$ cat src/rtl/dac_segment_decoder.sv
// dac_segment_decoder: 11-bit code to 17 thermometer + 6 binary + redundancy enables with power sequencing FSM
// Optional build macro DAC_DEM_EN: rotates thermometer units with a dynamic element matching pointer.
module dac_segment_decoder #(
    parameter int SETTLE_CYC = 64,
    parameter int CODE_MAX   = 1151
) (
    input  logic        clk,
    input  logic        rst,
    input  logic        en,
    input  logic [10:0] din,
    input  logic        din_valid,
    output logic        din_ready,
    input  logic        red_en_cfg,
    input  logic [1:0]  atb_sel,
    output logic        pdb,
    output logic [1:0]  atb_ena,
    output logic [16:0] therm_en,
    output logic [5:0]  bin_en,
    output logic        bin0_red_en,
    output logic        sat,
    output logic        active
);
    typedef enum logic [1:0] {OFF, SETTLE, ACTIVE, RAMPDN} state_t;
    localparam int CW = (SETTLE_CYC > 2) ? $clog2(SETTLE_CYC) : 1;
    localparam logic [10:0] CMAX = 11'(CODE_MAX);
    state_t        state, state_nx;
    logic [CW-1:0] cnt;
    logic          acc, s1_valid, upd;
    logic [10:0]   c;
    logic [4:0]    s1_n;
    logic [5:0]    s1_b;
    logic [16:0]   mask, therm_nx;
    assign din_ready = (state == ACTIVE) && en;
    assign acc       = din_valid && din_ready;
    assign c         = (din > CMAX) ? CMAX : din;
    assign upd       = s1_valid && (state_nx == ACTIVE);
    // next state: SETTLE and RAMPDN leave on their cycle counts, en=0 aborts SETTLE
    always_comb begin
        state_nx = state;
        case (state)
            OFF:     state_nx = en ? SETTLE : OFF;
            SETTLE:  state_nx = !en ? OFF : (cnt == CW'(SETTLE_CYC - 1)) ? ACTIVE : SETTLE;
            ACTIVE:  state_nx = en ? ACTIVE : RAMPDN;
            default: state_nx = (cnt == CW'(1)) ? OFF : RAMPDN;
        endcase
    end
    // state, dwell counter and registered array control outputs
    always_ff @(posedge clk or posedge rst) begin
        if (rst) begin
            state   <= OFF;
            cnt     <= '0;
            pdb     <= 1'b0;
            atb_ena <= 2'b0;
            active  <= 1'b0;
        end else begin
            state   <= state_nx;
            cnt     <= (state_nx == state && (state == SETTLE || state == RAMPDN)) ? cnt + 1'b1 : '0;
            pdb     <= state_nx != OFF;
            atb_ena <= (state_nx != OFF) ? atb_sel : 2'b0;
            active  <= state_nx == ACTIVE;
        end
    end
    // n lowest units set; DEM rotates this window
    always_comb begin
        mask = '0;
        for (int i = 0; i < 17; i++) mask[i] = 5'(i) < s1_n;
    end
`ifdef DAC_DEM_EN
    logic [4:0] ptr;
    logic [5:0] psum;
    assign therm_nx = (mask << ptr) | (mask >> (5'd17 - ptr));
    assign psum     = {1'b0, ptr} + {1'b0, s1_n};
    // pointer advances by the units just used, restarting at 0 whenever the array powers off
    always_ff @(posedge clk or posedge rst) begin
        if (rst) ptr <= '0;
        else if (state_nx == OFF) ptr <= '0;
        else if (upd) ptr <= (psum >= 6'd17) ? 5'(psum - 6'd17) : psum[4:0];
    end
`else
    assign therm_nx = mask;
`endif
    // two-stage decode: saturate/split, then drive enables; anything outside ACTIVE clears them
    always_ff @(posedge clk or posedge rst) begin
        if (rst) begin
            s1_valid    <= 1'b0;
            s1_n        <= '0;
            s1_b        <= '0;
            sat         <= 1'b0;
            therm_en    <= '0;
            bin_en      <= '0;
            bin0_red_en <= 1'b0;
        end else begin
            s1_valid <= acc;
            sat      <= acc && (din > CMAX);
            if (acc) begin
                s1_n <= c[10:6];
                s1_b <= c[5:0];
            end
            if (state_nx != ACTIVE) begin
                therm_en    <= '0;
                bin_en      <= '0;
                bin0_red_en <= 1'b0;
            end else if (s1_valid) begin
                therm_en    <= therm_nx;
                bin_en      <= s1_b;
                bin0_red_en <= red_en_cfg & s1_b[0];
            end
        end
    end
endmodule
$ cat config.mk
export PLATFORM = sky130hd
export DESIGN_NAME = dac_segment_decoder
export DESIGN_NICKNAME = d
export VERILOG_FILES = /design/src/rtl/dac_segment_decoder.sv
export SDC_FILE = /design/constraint.sdc
export NUM_CORES = 1
export LEC_CHECK = 0
export ABC_AREA = 1
export CAP_MARGIN = 20
export CELL_PAD_IN_SITES_DETAIL_PLACEMENT = 1
export CELL_PAD_IN_SITES_GLOBAL_PLACEMENT = 1
export CORE_MARGIN = 2
export CORE_UTILIZATION = 41
export DETAILED_ROUTE_END_ITERATION = 6
export PLACE_DENSITY = 0.95
export SLEW_MARGIN = 40
export SYNTH_ARGS = -nofsm -noshare
export SYNTH_HDL_FRONTEND = slang
export SYNTH_SLANG_ARGS = --single-unit
$ cat constraint.sdc
create_clock -name clk -period 2.3 [get_ports clk]
set_input_delay 0.345 -clock clk [delete_from_list [all_inputs] [get_ports clk]]
set_output_delay 0.345 -clock clk [all_outputs]
set_load 0.02 [all_outputs]
==> impl_metrics.tcl <==
set metrics [dict create \
    outcome "finished, final reports clean" \
    ys_seq_area_frac 0.538 \
    nets 313 \
    met1_usage 0.238 \
    grt_pass1_wl_mm 9.63 \
    clock_path_buffers 2 \
    synthFlopType "dfrtp_1" \
    synth_top_area_frac 0.538 \
    synth_most_common_cell "nand2_1" \
    reg2reg_depth 10 \
    relSlewSlack 0.561 \
    leakage_uw 0.00136 \
    via_per_inst 5.16 \
    worstSetupStartpointType "input pin" \
    cts_tree "done" \
    ys_top_cells_by_area "dfrtp_1, nand2_1, nand4_1, inv_1, o21ai_0" \
    syn_avg_cell_area_um2 9.22 \
    worst_pin_slew_ns 0.658 \
    grt_max_degree 30 \
    period_share 0.866 \
    synthesis.area_mm2 0.00228 \
    setup_ws_ns 0.309 \
    fillers 641 \
    overflow 0 \
    wl_per_cell_um 15.2 \
    cts_max_level 2 \
    vias 1885 \
    end_kind "output pin" \
    grt.met3_usage 0.0414 \
    holdBufCountCts 0 \
    drt_iter0_markers 90 \
    synth_common_cells "nand2_1, dfrtp_1, nand4_1" \
    synth_edf_count 0 \
    r2r-end "therm_en[10]" \
    grt.busiest_layer "met2" \
    setup-violations-final 0 \
    finalHoldViolCount 0 \
    max-vdd-ir-drop_uv 401 \
    gr-usage-all-layers 0.198 \
    drc 0 \
    dpl.hpwl_mm 4.05 \
    crit_required_ns 1.96 \
    ys_warn_count 0 \
    clkTransAtPathRegs_ns 0.09 \
    drv_cap 0 \
    port_buffers 47 \
    hold_path.class "input pin to async pin" \
    finalClockSkew_ns 0.00657 \
    ios 48 \
    clock_sinks 49 \
    ant_nets 0 \
    critPathArrivalTime_ns 1.65 \
    synthDistinctLibCells 25 \
    critPathMaxFanout 2 \
    synthCells 247 \
    die-area_mm2 0.00617 \
    async_flop_share 1.00 \
    insertion_delay_ns 0.30 \
    mappedNetlistNets 267 \
    grt_antenna_before_repair 0 \
    synth_top_area_cell "dfrtp_1" \
    cts_repair_resize_count 0 \
    fmax_ghz 0.502 \
    ys_seq_elements 49 \
    pre_cts_ws_ns 0.312 \
    powerDensity_mw_per_mm2 538 \
    r2r-start "cnt[0]" \
    core_mm2 0.00544 \
    drive_gt1_frac 0.116 \
    n_antenna_cell 0 \
    fp.dieH_um 78.5 \
    use_met2 0.347 \
    r2r_slack_ns 0.54 \
    clockRootBuffer "clkbuf_8" \
    initial_core_util 0.419 \
    critical_path_class "input pin to output pin" \
    wl_mm 5.56 \
    syn2layout_area_growth_pct 26.0 \
    cts_setup_buffers 0 \
    maxSlewViolCount 0 \
    place.gp.congestion 0.864 \
    fin_crit_ns 1.99 \
    finalSetupTns_ns 0 \
    die-width_um 78.5 \
    drt_pass1_iterations 4 \
    cts_buffers 5 \
    rows 27 \
    first_global_vias 2059 \
    rsz0062_at_grt "no" \
]
==> registers in the layout, summed over array words and instances, names as in the netlist <==
name	cells
active	1
atb_ena	2
bin0_red_en	1
bin_en	6
cnt	6
pdb	1
s1_b	6
s1_n	5
s1_valid	1
sat	1
state	2
therm_en	17
==> power by group <==
group	internal, uW	switching, uW
registers	866	3.61
logic	40.9	45.3
clock network	316	273
total	1220	322
==> cells by family (layout without fill, tap and decap cells) <==
| kind of cell | Yosys count | in the layout | share of synthesized area |
|---|---|---|---|
| fa+ha+maj | 2 | 2 | 0.0110 |
| flops | 49 | 49 | 0.538 |
| xor+xnor | 4 | 4 | 0.0154 |
| buf+inv | 39 | 85 | 0.0961 |
| simple gates | 118 | 118 | 0.245 |
| compound gates | 35 | 35 | 0.0940 |
==> through the flow <==
stage	instances	area [um2]	power (uW)	hold slack, ns	utilization
after floorplan	247	2280	928	0.449	-
after global placement	358	2770	972	0.464	0.509
after detailed placement	358	2770	975	0.481	0.509
after CTS	365	2870	1560	0.426	0.528
after global routing	365	2870	1600	0.462	0.528
final	365	2870	1550	0.407	0.528
==> per-layer routing <==
layer / vias up / routed length, um
li1: 904 / -
met1: 919 / 2260
met2: 46 / 2930
met3: 16 / 222
met4: 0 / 155
met5: - / 0
==> cell usage in the layout, fill, tap and decap left out <==
cell and count:
nand3_1 8, a31oi_1 2, nor2_2 4, a21oi_1 8, o22ai_1 3, bufinv_16 1
ha_1 2, clkinv_2 1, a21boi_0 2, nor2_4 1, xor2_1 3, buf_4 4
a21oi_2 6, o21a_1 2, dfrtp_1 49, nand2_1 56, clkbuf_8 5, inv_2 5
inv_1 21, xnor2_1 1, clkdlybuf4s50_1 47, nand2_4 1, o21ai_0 12, nor2_1 16
nand4_1 27, buf_12 1, nand2_2 5
==> final cells by class <==
cell class                      instances  area, um2  area share
Clock buffer                            5       68.8      0.0240
Clock inverter                          2       35.0      0.0122
Inverter                               26       97.6      0.0340
Multi-Input combinational cell        159        832       0.290
Sequential cell                        49       1230       0.427
Tap cell                               72       90.1      0.0314
Timing Repair Buffer                   52        520       0.181
==> worst max-delay path, cell delays in order <==
cell             delay (ns)
clkdlybuf4s50_1        0.48
nand3_1                0.11
inv_1                  0.10
clkdlybuf4s50_1        0.60
==> worst max-delay path by stage <==
stage	startpoint	end	slack (ns)	cells after the start
after global routing	en	din_ready	0.24	4
after global placement	en	din_ready	0.33	4
after CTS	en	din_ready	0.31	4
after detailed placement	en	din_ready	0.31	4
after floorplan	rst	active	0.78	1
final	en	din_ready	0.31	4
(Power assumes the default switching activity.)
